===== src/rtl/fmdll_div_sequencer.sv =====
`default_nettype none
// ============================================================================
// Module   : fmdll_div_sequencer
// Brief    : N*M frame sequencer for the FMDLL select logic. Produces the
//            DIV_N / DIV_M strobes, M_counter and active M, applies new N/M
//            only at frame boundaries followed by a settle gap, and reports
//            lock after a run of clean frames.
// Revision : 1.0 - initial release
// ============================================================================
module fmdll_div_sequencer #(
  parameter int N_W         = 4,
  parameter int M_W         = 2,
  parameter int DEF_N       = 4,
  parameter int DEF_M       = 2,
  parameter int SETTLE_CYC  = 2,
  parameter int LOCK_FRAMES = 16
) (
  input  logic           clk_out,
  input  logic           rst_n,
  input  logic           enable,
  input  logic           cfg_valid,
  input  logic [N_W-1:0] cfg_n,
  input  logic [M_W-1:0] cfg_m,
  output logic           cfg_ready,
  output logic           cfg_err,
  output logic           DIV_N,
  output logic           DIV_M,
  output logic [M_W-1:0] M,
  output logic [M_W-1:0] M_counter,
  output logic           lock,
  output logic           busy
);

  localparam int c_SET_W = (SETTLE_CYC > 1) ? $clog2(SETTLE_CYC) : 1;
  localparam int c_LCK_W = $clog2(LOCK_FRAMES + 1);
  localparam logic [c_SET_W-1:0] c_SET_LAST = c_SET_W'(SETTLE_CYC - 1);
  localparam logic [c_LCK_W-1:0] c_LCK_MAX  = c_LCK_W'(LOCK_FRAMES);
  localparam logic [N_W-1:0]     c_N_MIN    = N_W'(2);

  typedef enum logic [1:0] {
    S_IDLE   = 2'd0,
    S_RUN    = 2'd1,
    S_SETTLE = 2'd2
  } state_t;

  state_t             r_state;
  logic [N_W-1:0]     r_n_cnt;
  logic [M_W-1:0]     r_m_cnt;
  logic [N_W-1:0]     r_n;
  logic [M_W-1:0]     r_m;
  logic               r_pend;
  logic [N_W-1:0]     r_pend_n;
  logic [M_W-1:0]     r_pend_m;
  logic [c_SET_W-1:0] r_set_cnt;
  logic [c_LCK_W-1:0] r_lock_cnt;
  logic               r_div_n;
  logic               r_div_m;
  logic               r_lock;
  logic               r_busy;
  logic               r_ready;
  logic               r_cfg_err;

  logic               w_hs;
  logic               w_legal;
  logic               w_n_last;
  logic               w_m_last;
  state_t             w_nxt_state;
  logic [N_W-1:0]     w_nxt_n_cnt;
  logic [M_W-1:0]     w_nxt_m_cnt;
  logic [c_SET_W-1:0] w_nxt_set;
  logic               w_apply;
  logic [N_W-1:0]     w_apply_n;
  logic [M_W-1:0]     w_apply_m;
  logic               w_nxt_pend;
  logic [N_W-1:0]     w_nxt_pend_n;
  logic [M_W-1:0]     w_nxt_pend_m;
  logic [N_W-1:0]     w_nxt_n;
  logic [M_W-1:0]     w_nxt_m;
  logic               w_nxt_n_end;
  logic               w_nxt_div_m;
  logic [c_LCK_W-1:0] w_nxt_lock_cnt;

  assign w_hs     = cfg_valid && r_ready;
  assign w_legal  = (cfg_n >= c_N_MIN) && (cfg_m != '0);
  assign w_n_last = (r_n_cnt == r_n - 1'b1);
  assign w_m_last = (r_m_cnt == r_m - 1'b1);

  always_comb begin
    w_nxt_state  = r_state;
    w_nxt_n_cnt  = r_n_cnt;
    w_nxt_m_cnt  = r_m_cnt;
    w_nxt_set    = r_set_cnt;
    w_apply      = 1'b0;
    w_apply_n    = r_pend_n;
    w_apply_m    = r_pend_m;
    w_nxt_pend   = r_pend;
    w_nxt_pend_n = r_pend_n;
    w_nxt_pend_m = r_pend_m;

    case (r_state)
      S_IDLE: begin
        w_nxt_n_cnt = '0;
        w_nxt_m_cnt = '0;
        // A config captured on the way out of RUN is honoured here first.
        if (r_pend) begin
          w_apply     = 1'b1;
          w_nxt_pend  = 1'b0;
          w_nxt_state = S_SETTLE;
          w_nxt_set   = '0;
        end else if (w_hs && w_legal) begin
          w_apply     = 1'b1;
          w_apply_n   = cfg_n;
          w_apply_m   = cfg_m;
          w_nxt_state = S_SETTLE;
          w_nxt_set   = '0;
        end else if (enable) begin
          w_nxt_state = S_RUN;
        end
      end

      S_RUN: begin
        if (w_n_last) begin
          w_nxt_n_cnt = '0;
          if (w_m_last) begin
            w_nxt_m_cnt = '0;
            if (r_pend) begin
              w_apply     = 1'b1;
              w_nxt_pend  = 1'b0;
              w_nxt_state = S_SETTLE;
              w_nxt_set   = '0;
            end else if (!enable) begin
              w_nxt_state = S_IDLE;
            end
          end else begin
            w_nxt_m_cnt = r_m_cnt + 1'b1;
          end
        end else begin
          w_nxt_n_cnt = r_n_cnt + 1'b1;
        end
        // w_hs implies no pending config, so this never races the apply above.
        if (w_hs && w_legal) begin
          w_nxt_pend   = 1'b1;
          w_nxt_pend_n = cfg_n;
          w_nxt_pend_m = cfg_m;
        end
      end

      S_SETTLE: begin
        w_nxt_n_cnt = '0;
        w_nxt_m_cnt = '0;
        if (r_set_cnt == c_SET_LAST) begin
          w_nxt_set   = '0;
          w_nxt_state = enable ? S_RUN : S_IDLE;
        end else begin
          w_nxt_set = r_set_cnt + 1'b1;
        end
      end

      default: begin
        w_nxt_state = S_IDLE;
        w_nxt_n_cnt = '0;
        w_nxt_m_cnt = '0;
        w_nxt_set   = '0;
      end
    endcase
  end

  assign w_nxt_n = w_apply ? w_apply_n : r_n;
  assign w_nxt_m = w_apply ? w_apply_m : r_m;

  // Strobes are decoded from the next counter values so they line up with them.
  assign w_nxt_n_end = (w_nxt_state == S_RUN) && (w_nxt_n_cnt == w_nxt_n - 1'b1);
  assign w_nxt_div_m = w_nxt_n_end && (w_nxt_m_cnt == w_nxt_m - 1'b1);

  always_comb begin
    w_nxt_lock_cnt = r_lock_cnt;
    if (w_nxt_state != S_RUN) begin
      w_nxt_lock_cnt = '0;
    end else if (w_nxt_div_m && (r_lock_cnt != c_LCK_MAX)) begin
      w_nxt_lock_cnt = r_lock_cnt + 1'b1;
    end
  end

  always_ff @(posedge clk_out or negedge rst_n) begin
    if (!rst_n) begin
      r_state    <= S_IDLE;
      r_n_cnt    <= '0;
      r_m_cnt    <= '0;
      r_n        <= N_W'(DEF_N);
      r_m        <= M_W'(DEF_M);
      r_pend     <= 1'b0;
      r_pend_n   <= '0;
      r_pend_m   <= '0;
      r_set_cnt  <= '0;
      r_lock_cnt <= '0;
      r_div_n    <= 1'b1;
      r_div_m    <= 1'b0;
      r_lock     <= 1'b0;
      r_busy     <= 1'b0;
      r_ready    <= 1'b1;
      r_cfg_err  <= 1'b0;
    end else begin
      r_state    <= w_nxt_state;
      r_n_cnt    <= w_nxt_n_cnt;
      r_m_cnt    <= w_nxt_m_cnt;
      r_n        <= w_nxt_n;
      r_m        <= w_nxt_m;
      r_pend     <= w_nxt_pend;
      r_pend_n   <= w_nxt_pend_n;
      r_pend_m   <= w_nxt_pend_m;
      r_set_cnt  <= w_nxt_set;
      r_lock_cnt <= w_nxt_lock_cnt;
      r_div_n    <= !w_nxt_n_end;
      r_div_m    <= w_nxt_div_m;
      r_lock     <= (w_nxt_lock_cnt == c_LCK_MAX);
      r_busy     <= (w_nxt_state != S_IDLE);
      r_ready    <= (w_nxt_state != S_SETTLE) && !w_nxt_pend;
      r_cfg_err  <= w_hs && !w_legal;
    end
  end

  assign DIV_N     = r_div_n;
  assign DIV_M     = r_div_m;
  assign M         = r_m;
  assign M_counter = r_m_cnt;
  assign lock      = r_lock;
  assign busy      = r_busy;
  assign cfg_ready = r_ready;
  assign cfg_err   = r_cfg_err;

endmodule
`default_nettype wire


===== config.mk =====
export PLATFORM = sky130hd
export DESIGN_NAME = fmdll_div_sequencer
export DESIGN_NICKNAME = d
export VERILOG_FILES = /design/src/rtl/fmdll_div_sequencer.sv
export SDC_FILE = /design/constraint.sdc
export NUM_CORES = 1
export LEC_CHECK = 0
export BUFFER_PORTS_ARGS = -buffer_cell sky130_fd_sc_hd__buf_4
export CAP_MARGIN = 20
export CORE_UTILIZATION = 49
export CTS_BUF_LIST = sky130_fd_sc_hd__clkbuf_8
export DETAILED_ROUTE_END_ITERATION = 10
export GPL_ROUTABILITY_DRIVEN = 0
export GPL_TIMING_DRIVEN = 0
export HOLD_SLACK_MARGIN = 0.06
export PLACE_DENSITY = 0.73
export REMOVE_ABC_BUFFERS = 1
export SYNTH_ARGS = -nofsm -noshare
export SYNTH_HDL_FRONTEND = slang
export SYNTH_SLANG_ARGS = --single-unit
export TNS_END_PERCENT = 1

===== constraint.sdc =====
create_clock -name clk_out -period 4 [get_ports clk_out]
set_input_delay 0.2 -clock clk_out [delete_from_list [all_inputs] [get_ports clk_out]]
set_output_delay 0.2 -clock clk_out [all_outputs]
set_load 0.02 [all_outputs]

==> results.py, run 1 <==
metrics = {
    "outcome": {
        "status": "complete, no violations",
    },
    "cts": {
        "clock_latency_ns": 0.29,
        "cts_buffers": 5,
        "htreeDepth": 2,
        "cts_tree": "built",
        "max-clock-path-buffers": 2,
        "clkTransAtPathRegs_ns": 0.06,
        "numClockSinks": 33,
        "root_buffer": "clkbuf_8",
    },
    "routing": {
        "wl_per_cell_um": 14.62,
        "drtAntennaViolNets": 0,
        "via_per_inst": 5.513,
        "drt_iter0_markers": 49,
        "drtPass1Iterations": 4,
        "vias": 1538,
        "drc_errors": 0,
        "drt-total-wl_mm": 4.078,
    },
    "layout": {
        "design_area_um2": 2401,
        "ff_latch_area_um2": 830.8,
        "fill_cells": 358,
        "areaGrowthSynthToFinish_pct": 16.09,
        "final_common_cell": "dfrtp_1",
        "antennaDiodeCount": 0,
        "final_cell_mix": "dfrtp_1, buf_4, nor2_1, inv_1, nand2_1",
        "drive_gt1_share_pct": 31.88,
        "multi_input_area_um2": 1174,
        "fin_nets": 243,
    },
    "synthesis": {
        "syn_area_per_cell_um2": 10.29,
        "synth_top_area_share_pct": 35.09,
        "synth_cells": 201,
        "synthTopCellsByArea": "dfrtp_1, dfstp_2, mux2i_1, mux2_2, nor2_1",
        "ys_ff_latch": 33,
        "synth_cell_type_count": 57,
        "yosys.area.top_type": "dfrtp_1",
        "synth-seq-area-share_pct": 40.17,
        "synth_warnings": 0,
        "netlist_area_um2": 2068,
        "synth_edf_count": 0,
        "synth-main-ff-cell": "dfrtp_1",
        "ys_async_sr_fraction_pct": 100.0,
    },
    "critical_path": {
        "cp.required_ns": 4.22,
        "reg2reg_from": "r_n[1]",
        "rr_worst_depth": 16,
        "worstPathArrival_ns": 4.04,
        "rrSetupSlack_ns": 0.18,
        "crit_path_max_fanout": 9,
        "critPathKind": "flip-flop to flip-flop",
        "cp-end-kind": "flip-flop",
        "crit_path_start_kind": "flip-flop",
        "r2r-end": "lock",
    },
    "global_route": {
        "grt.total_usage_pct": 20.95,
        "grt_pass1_vias": 1425,
        "grt_max_degree": 34,
        "grt_antenna_before_repair": 0,
        "grt_pass1_wl_mm": 6.775,
        "grt-ovfl-total": 0,
    },
    "floorplan": {
        "initial_core_util_pct": 51.34,
        "coreArea_um2": 4029,
        "design.die.area_um2": 4485,
        "die_h_um": 66.97,
        "ios": 20,
        "dieWidth_um": 66.97,
        "rows": 23,
    },
    "worst_hold_path": {
        "holdPathStages": 2,
        "min_from": "cfg_n[0]",
        "min_to": "r_pend_n[0]",
        "min_path_type": "primary input to flip-flop",
    },
    "job": {
        "drv_cap": 0,
    },
    "timing": {
        "worst_pin_slew_ns": 0.6751,
        "report.final.slew_viol_count": 0,
        "hold_violations": 0,
        "setup_violations": 0,
        "period_needed_ns": 3.821,
        "tns_ns": 0,
        "fin_crit_sh_pct": 95.53,
        "max_freq_ghz": 0.2617,
        "worst_hold_slack_ns": 0.1639,
        "relSlewSlack_pct": 55.00,
        "worst_clock_skew_ns": 0.006127,
    },
    "power": {
        "powerDensity_nw_per_um2": 802.6,
        "p_leak_nw": 1.039,
        "irDropWorstVdd_mv": 0.4603,
        "power_w": 0.001927,
    },
    "placement": {
        "port_buffers": 19,
        "placed_area_um2": 2232,
        "place_hpwl_mm": 2.831,
    },
}
## critical path: stages, from the launching register on
cell	delay, ns
dfrtp_1	0.44
inv_1	0.07
ha_1	0.22
xnor3_1	0.39
nand3_4	0.13
nor4_4	0.06
buf_4	0.19
or3_2	0.47
and2_1	0.17
inv_1	0.06
ha_1	0.18
xor2_2	0.18
xnor2_2	0.15
o211ai_4	0.15
or4_4	0.54
a21oi_2	0.17
o211a_1	0.17
## Yosys cell counts, types with 2 or more instances
cell type,n
and2b_1,2
nor3_2,5
a22o_1,2
o211a_1,2
buf_2,2
nor4_1,2
or3_2,2
o21ai_0,10
nand3_1,5
nor2_1,20
o21a_1,3
inv_1,15
and2_1,2
xnor2_1,6
dfrtp_1,29
nor3_1,7
xor2_1,5
nand2_1,12
a21oi_1,4
a21oi_2,3
dfstp_2,4
xnor2_2,2
mux2i_1,9
o31ai_1,2
ha_1,5
mux2_2,7
a31oi_1,2
o211ai_1,2
nor2b_1,2
## how the worst max path moves through the flow
| stage | start | endpoint | cells past startpoint | slack [ns] |
|---|---|---|---|---|
| after floorplan | cfg_ready | lock | 13 | 0.21 |
| after global routing | r_n[0] | lock | 16 | -0.04 |
| after detailed placement | r_n[0] | lock | 15 | -0.05 |
| after global placement | r_state[1] | lock | 13 | -0.22 |
| final | r_n[1] | lock | 16 | 0.18 |
| after CTS | r_n[0] | lock | 13 | 0.008 |
## state kept, by name (all words and copies together), names as in the netlist
signal,count
DIV_N,1
r_n_cnt,4
M_counter,2
DIV_M,1
r_set_cnt,1
r_pend_m,2
r_pend,1
cfg_ready,1
r_n,4
r_lock_cnt,5
cfg_err,1
r_state,2
r_pend_n,4
lock,1
M,2
busy,1
## area by class of cell
type	instances	area share, %
tap	50	2.606
sequential	33	34.60
clock buffer	5	2.866
multi-input combinational	147	48.88
timing repair buffer	26	8.129
clock inverter	3	0.5732
inverter	15	2.345
## metal layers
layer / global-route usage, % / routed length [um] / vias up
met5: 0 / 0 / -
met4: 9.043 / 63 / 0
met3: 4.966 / 131 / 4
met2: 31.82 / 1897 / 22
met1: 28.23 / 1985 / 752
li1: - / - / 760
## per-stage QoR
step	util, %	setup slack [ns]	std cells
after floorplan	-	0.2064	195
after global placement	55.28	-0.2236	264
after detailed placement	55.40	-0.04818	265
after CTS	57.70	0.007992	274
after global routing	59.60	-0.03949	279
final	59.60	0.1789	279
## cells by family after synthesis
logic type,count (synthesis),synth area share (%)
simple gates,70,19.60
compound gates,40,15.31
flops,33,40.17
buf+inv,21,4.960
mux,17,8.833
xor+xnor,15,8.106
fa+ha+maj,5,3.025
## report_power, final
| group | switching, W | internal, W |
|---|---|---|
| logic | 0.000622 | 0.000471 |
| registers | 0.000127 | 0.000469 |
| clock network | 0.000121 | 0.000118 |
## what timing repair did
action                                 CTS  global route
endpoints found under the hold margin   29             0
pin swaps                                1             2
hold buffers                             1             0
gates resized for setup                  0             8
buffers inserted                         0             5
setup endpoints to repair                1             5
Power figures use the tool's default switching activity.
==> inputs of run 2 (changes only) <==
Settings changed: ABC_AREA set to 1.
==> run 2 against run 1 <==
Synthesized area increased by 5.4%. Routed wire length is 3.7% higher. Sequential share of layout area is 0.71 points lower. Critical path type unchanged. Critical endpoint unchanged.
==> results.py, run 2 <==
metrics = {
    "timing": {
        "worst_clock_skew_ns": 0.006860,
        "setup_violations": 0,
        "hold_violations": 0,
        "fin_crit_sh_pct": 85.82,
        "max_freq_ghz": 0.2913,
        "tns_ns": 0,
        "period_needed_ns": 3.433,
        "worst_pin_slew_ns": 0.8406,
        "report.final.slew_viol_count": 0,
        "relSlewSlack_pct": 43.75,
        "rsz0062_at_grt": "no",
    },
    "layout": {
        "regMostFlops": "r_lock_cnt",
        "utilization_pct": 59.15,
        "areaGrowthSynthToFinish_pct": 12.39,
        "largest_reg_flops": 5,
        "final_common_cell": "nand2_1",
        "fill_cells": 398,
        "design_area_um2": 2451,
        "drive_gt1_share_pct": 15.96,
        "fin_cells": 382,
        "fin_nets": 347,
        "final_cell_mix": "nand2_1, inv_1, nand3_1, dfrtp_1, o21ai_0",
        "antennaDiodeCount": 0,
    },
    "routing": {
        "via_per_inst": 4.942,
        "drtAntennaViolNets": 0,
        "wl_per_cell_um": 11.07,
        "drt-total-wl_mm": 4.229,
        "vias": 1888,
        "drt_iter0_markers": 60,
        "drtPass1Iterations": 4,
        "drc_errors": 0,
    },
    "synthesis": {
        "ys_async_sr_fraction_pct": 100.0,
        "synthTopCellsByArea": "dfrtp_1, nand2_1, inv_1, nand3_1, dfstp_2",
        "syn_area_per_cell_um2": 7.035,
        "synth_edf_count": 0,
        "synth_warnings": 0,
        "yosysMostFrequentCell": "nand2_1",
        "yosys.area.top_type": "dfrtp_1",
        "netlist_area_um2": 2181,
        "synth_cells": 310,
        "synth_common_cells": "nand2_1, inv_1, nand3_1",
        "synth-main-ff-cell": "dfrtp_1",
        "synth-seq-area-share_pct": 38.10,
        "ys_ff_latch": 33,
        "synth_top_area_share_pct": 33.28,
        "synth_cell_type_count": 27,
    },
    "power": {
        "p_leak_nw": 1.378,
        "clkPwrFrac_pct": 12.3,
        "comb_power_share_pct": 60.2,
        "internal_power_w": 0.0009868,
        "irDropWorstVdd_mv": 0.4206,
        "p_sw_share_pct": 50.36,
        "switching_power_w": 0.001001,
        "powerDensity_nw_per_um2": 811.0,
        "pwr-share-seq_pct": 27.5,
    },
    "cts": {
        "cts_tree": "built",
        "clock_latency_ns": 0.28,
        "cts_setup_buffers": 0,
        "root_buffer": "clkbuf_8",
        "cts.repair.resized": 0,
        "max-clock-path-buffers": 2,
        "clkTransAtPathRegs_ns": 0.06,
        "htreeDepth": 2,
        "cts_buffers": 5,
        "numClockSinks": 33,
    },
    "critical_path": {
        "cp.required_ns": 4.20,
        "reg2reg_from": "r_n[0]",
        "rrSetupSlack_ns": 0.57,
        "crit_path_max_fanout": 12,
        "rr_worst_depth": 21,
        "worstPathArrival_ns": 3.63,
        "r2r-end": "lock",
        "cp-end-kind": "flip-flop",
        "critPathKind": "flip-flop to flip-flop",
        "crit_path_start_kind": "flip-flop",
    },
    "worst_hold_path": {
        "min_from": "cfg_valid",
        "min_path_type": "primary input to flip-flop",
        "min_to": "cfg_err",
        "holdPathStages": 3,
    },
    "placement": {
        "dp_cells": 374,
        "placed_area_um2": 2355,
        "place_hpwl_mm": 3.278,
        "port_buffers": 19,
    },
    "floorplan": {
        "die_h_um": 68.72,
        "coreArea_um2": 4144,
        "ios": 20,
        "initial_core_util_pct": 52.63,
        "rows": 23,
        "dieWidth_um": 68.72,
        "design.die.area_um2": 4722,
    },
    "global_route": {
        "grt_pass1_wl_mm": 7.251,
        "grt_max_degree": 34,
        "grt-ovfl-total": 0,
        "grt_pass1_vias": 1763,
        "grt.total_usage_pct": 21.11,
        "grt_antenna_before_repair": 0,
    },
    "job": {
        "drv_cap": 0,
    },
    "outcome": {
        "status": "complete, no violations",
    },
}
run 2: logic make-up (layout without fill, tap and decap cells):
family	Yosys count	count (layout)	synth area share [%]
and+or+nand+nor	174	174	37.46
adders and majority gates	5	5	2.869
DFF	33	33	38.10
xor gates and xnor gates	9	9	3.615
AOI/OAI and AO/OA	30	30	7.229
buffers and inverters	59	81	10.73
run 2: power groups by stage:
| stage | Sequential (W) | Combinational [W] | Clock (W) |
|---|---|---|---|
| after floorplan | 0.000572 | 0.000902 | 0 |
| after global placement | 0.000549 | 0.00118 | 0 |
| after detailed placement | 0.000553 | 0.00119 | 0 |
| after CTS | 0.000548 | 0.00120 | 0.000253 |
| after global routing | 0.000562 | 0.00139 | 0.000264 |
| final | 0.000546 | 0.00120 | 0.000245 |
run 2: final cells by class:
| type | instances | area (um2) | area share [%] |
|---|---|---|---|
| clock buffer | 6 | 82.58 | 3.369 |
| timing repair buffer | 20 | 152.6 | 6.228 |
| inverter | 54 | 202.7 | 8.270 |
| tap | 50 | 62.56 | 2.552 |
| multi-input combinational | 218 | 1116 | 45.53 |
| sequential | 33 | 830.8 | 33.89 |
| clock inverter | 1 | 3.754 | 0.1531 |
run 2: stage by stage:
step | worst slack (ns) | power [W] | hold WS (ns)
floorplan | 1.010 | 0.001474 | -0.09559
global placement | 0.5833 | 0.001724 | 0.1631
detailed placement | 0.5271 | 0.001747 | 0.1686
CTS | 0.5113 | 0.002003 | 0.1699
global route | 0.09366 | 0.002211 | 0.2077
finish | 0.5673 | 0.001988 | 0.1753
run 2: per-layer routing:
layer | global-route usage (%) | vias up | routed length, um
li1 | - | 1019 | -
met1 | 26.11 | 830 | 2020
met2 | 36.27 | 32 | 1941
met3 | 3.618 | 7 | 198
met4 | 8.673 | 0 | 68
met5 | 0 | - | 0
run 2: repair_timing:
item,4_1_cts,5_1_grt
hold buffers,1,0
setup endpoints to repair,0,0
hold endpoints to repair,29,0
run 2: worst max path at each step:
stage,slack (ns),from,to,cells after the start
after floorplan,1.01,r_n[0],lock,19
after global routing,0.09,r_n[0],lock,21
after global placement,0.58,r_n[0],lock,19
after CTS,0.51,r_n[0],lock,21
after detailed placement,0.53,r_n[0],lock,21
final,0.57,r_n[0],lock,21
run 2: worst max-delay path, stage by stage (launching register included):
cell,delay (ns)
dfrtp_1,0.41
inv_2,0.07
ha_1,0.30
xor2_1,0.15
nand2_1,0.10
nor2_4,0.20
nand4_4,0.19
nand2_2,0.29
nand2_1,0.11
nand2_1,0.11
ha_1,0.25
nand4_1,0.09
nand2_1,0.06
a21oi_1,0.15
inv_1,0.06
nor2_1,0.11
nand2_1,0.09
nor2_4,0.16
nand4_1,0.10
nand3_1,0.10
nand2_1,0.08
nor3_2,0.16
==> inputs of run 3 (changes only) <==
--- a/config.mk
+++ b/config.mk
@@ -17,4 +17,5 @@
 export PLACE_DENSITY = 0.73
 export REMOVE_ABC_BUFFERS = 1
+export SLEW_MARGIN = 15
 export SYNTH_ARGS = -nofsm -noshare
 export SYNTH_HDL_FRONTEND = slang
==> constraint.sdc (replaced) <==
create_clock -name clk_out -period 4 [get_ports clk_out]
set_input_delay 0.4 -clock clk_out [delete_from_list [all_inputs] [get_ports clk_out]]
set_output_delay 0.4 -clock clk_out [all_outputs]
set_load 0.02 [all_outputs]
==> run 3 against run 2 <==
Clock power about the same. Largest cell class unchanged. Combinational power about the same. Via count up 0.21%.
==> results.py, run 3 (same netlist as run 2, synthesis figures left out) <==
metrics = {
    "outcome": {
        "status": "complete, no violations",
    },
    "cts": {
        "htreeDepth": 2,
        "cts_tree": "built",
        "root_buffer": "clkbuf_8",
        "max-clock-path-buffers": 2,
        "clkTransAtPathRegs_ns": 0.06,
        "clock_latency_ns": 0.28,
        "cts_setup_buffers": 0,
        "hold_buffers": 0,
        "numClockSinks": 33,
        "cts_buffers": 5,
        "cts.repair.resized": 0,
    },
    "critical_path": {
        "cpMostUsedCell": "nand2_1",
        "critPathLaunch": "r_n[0]",
        "critPathKind": "flip-flop to flip-flop",
        "crit_buf_inv": 2,
        "endpoint": "lock",
        "crit_path_start_kind": "flip-flop",
        "rrSetupSlack_ns": 0.56,
        "rr_worst_depth": 21,
        "reg2reg_from": "r_n[0]",
        "cp.required_ns": 4.20,
        "crit_chain": "inv_2 -> ha_1 -> xor2_1 -> nand2_1 -> nor2_4 -> nand4_4 -> nand2_2 -> nand2_1 -> nand2_1 -> ha_1 -> nand4_1 -> nand2_1 -> a21oi_1 -> inv_1 -> nor2_1 -> nand2_1 -> nor2_4 -> nand4_1 -> nand3_1 -> nand2_1 -> nor3_2",
        "crit_path_max_fanout": 12,
        "r2r-end": "lock",
        "worstPathArrival_ns": 3.64,
        "cp-end-kind": "flip-flop",
        "crit_path_max_incr_delay_ns": 0.41,
        "path_delay_family": "simple AND/OR/NAND/NOR gates",
        "cp_slowest_cell": "dfrtp_1",
        "cp.depth": 21,
    },
    "layout": {
        "regMostFlops": "r_lock_cnt",
        "final_common_cell": "nand2_1",
        "areaGrowthSynthToFinish_pct": 11.93,
        "utilization_pct": 58.91,
        "antennaDiodeCount": 0,
        "final_cell_mix": "nand2_1, inv_1, nand3_1, dfrtp_1, o21ai_0",
        "fill_cells": 399,
        "fin_nets": 346,
        "drive_gt1_share_pct": 16.01,
        "largest_reg_flops": 5,
    },
    "global_route": {
        "grt_pass1_vias": 1760,
        "grt_antenna_before_repair": 0,
        "grt-ovfl-total": 0,
        "grt_pass1_wl_mm": 7.238,
        "grt.total_usage_pct": 21.08,
        "grt_max_degree": 34,
    },
    "power": {
        "clkPwrFrac_pct": 12.3,
        "p_leak_nw": 1.374,
        "powerDensity_nw_per_um2": 814.1,
        "comb_power_share_pct": 60.2,
        "internal_power_w": 0.0009862,
        "irDropWorstVdd_mv": 0.4205,
        "switching_power_w": 0.001001,
        "pwr-share-seq_pct": 27.5,
        "p_sw_share_pct": 50.38,
    },
    "placement": {
        "port_buffers": 19,
        "place_hpwl_mm": 3.278,
        "pre_cts_slack_ns": 0.5271,
    },
    "routing": {
        "drt_iter0_markers": 58,
        "drtAntennaViolNets": 0,
        "drc_errors": 0,
        "drt-total-wl_mm": 4.230,
        "wl_per_cell_um": 11.10,
        "drtPass1Iterations": 4,
        "vias": 1892,
        "via_per_inst": 4.966,
    },
    "floorplan": {
        "design.die.area_um2": 4722,
        "dieWidth_um": 68.72,
        "initial_core_util_pct": 52.63,
        "ios": 20,
        "coreArea_um2": 4144,
        "die_h_um": 68.72,
        "rows": 23,
    },
    "timing": {
        "setup_slack_ns": 0.5613,
        "rsz0062_at_grt": "no",
        "relSlewSlack_pct": 43.32,
        "fin_crit_sh_pct": 85.97,
        "hold_violations": 0,
        "worst_clock_skew_ns": 0.006651,
        "period_needed_ns": 3.439,
        "max_freq_ghz": 0.2908,
        "report.final.slew_viol_count": 0,
        "tns_ns": 0,
        "worst_pin_slew_ns": 0.8470,
        "setup_violations": 0,
    },
    "worst_hold_path": {
        "min_path_type": "primary input to async pin",
    },
    "job": {
        "drv_cap": 0,
    },
}
[run 3: cell count changes in the layout (fill, tap and decap cells not counted)]
cell           change
dlygate4sd3_1      -1
[run 3: through the flow]
step | cell area, um2 | total power, W | hold slack, ns | instances
floorplan | 2150 | 0.001474 | 0.1044 | 305
global placement | 2355 | 0.001724 | 0.3631 | 374
detailed placement | 2355 | 0.001747 | 0.3686 | 374
CTS | 2441 | 0.002002 | 0.06519 | 381
global route | 2441 | 0.002210 | 0.08993 | 381
finish | 2441 | 0.001987 | 0.05287 | 381
[run 3: final cells by class]
cell class / instances / area, um2 / area share, %
Timing Repair Buffer: 19 / 142.6 / 5.843
Inverter: 54 / 202.7 / 8.303
Sequential cell: 33 / 830.8 / 34.03
Clock inverter: 1 / 3.754 / 0.1538
Multi-Input combinational cell: 218 / 1116 / 45.72
Clock buffer: 6 / 82.58 / 3.383
Tap cell: 50 / 62.56 / 2.563
[run 3: worst min-delay path by stage]
stage               start          end  slack (ns)  depth (start not counted)
floorplan           rst_n        DIV_M        0.10                          0
global placement    rst_n  r_pend_m[0]        0.36                          1
detailed placement  rst_n  r_pend_m[0]        0.37                          1
CTS                 rst_n         lock        0.07                          1
global route        rst_n  r_pend_n[2]        0.09                          1
finish              rst_n  r_pend_m[0]        0.05                          1
[run 3: layer usage]
metal / vias up / global-route usage (%) / wire (um)
li1: 1017 / - / -
met1: 829 / 26.01 / 1999
met2: 39 / 36.27 / 1948
met3: 7 / 3.618 / 213
met4: 0 / 8.673 / 68
met5: - / 0 / 0
[run 3: power by group through the flow]
stage,logic (W),clock network [W],registers [W]
4_1_cts,0.00120,0.000253,0.000548
6_report,0.00120,0.000245,0.000547
3_3_place_gp,0.00118,0,0.000549
2_1_floorplan,0.000902,0,0.000572
3_5_place_dp,0.00119,0,0.000553
5_1_grt,0.00138,0.000264,0.000562
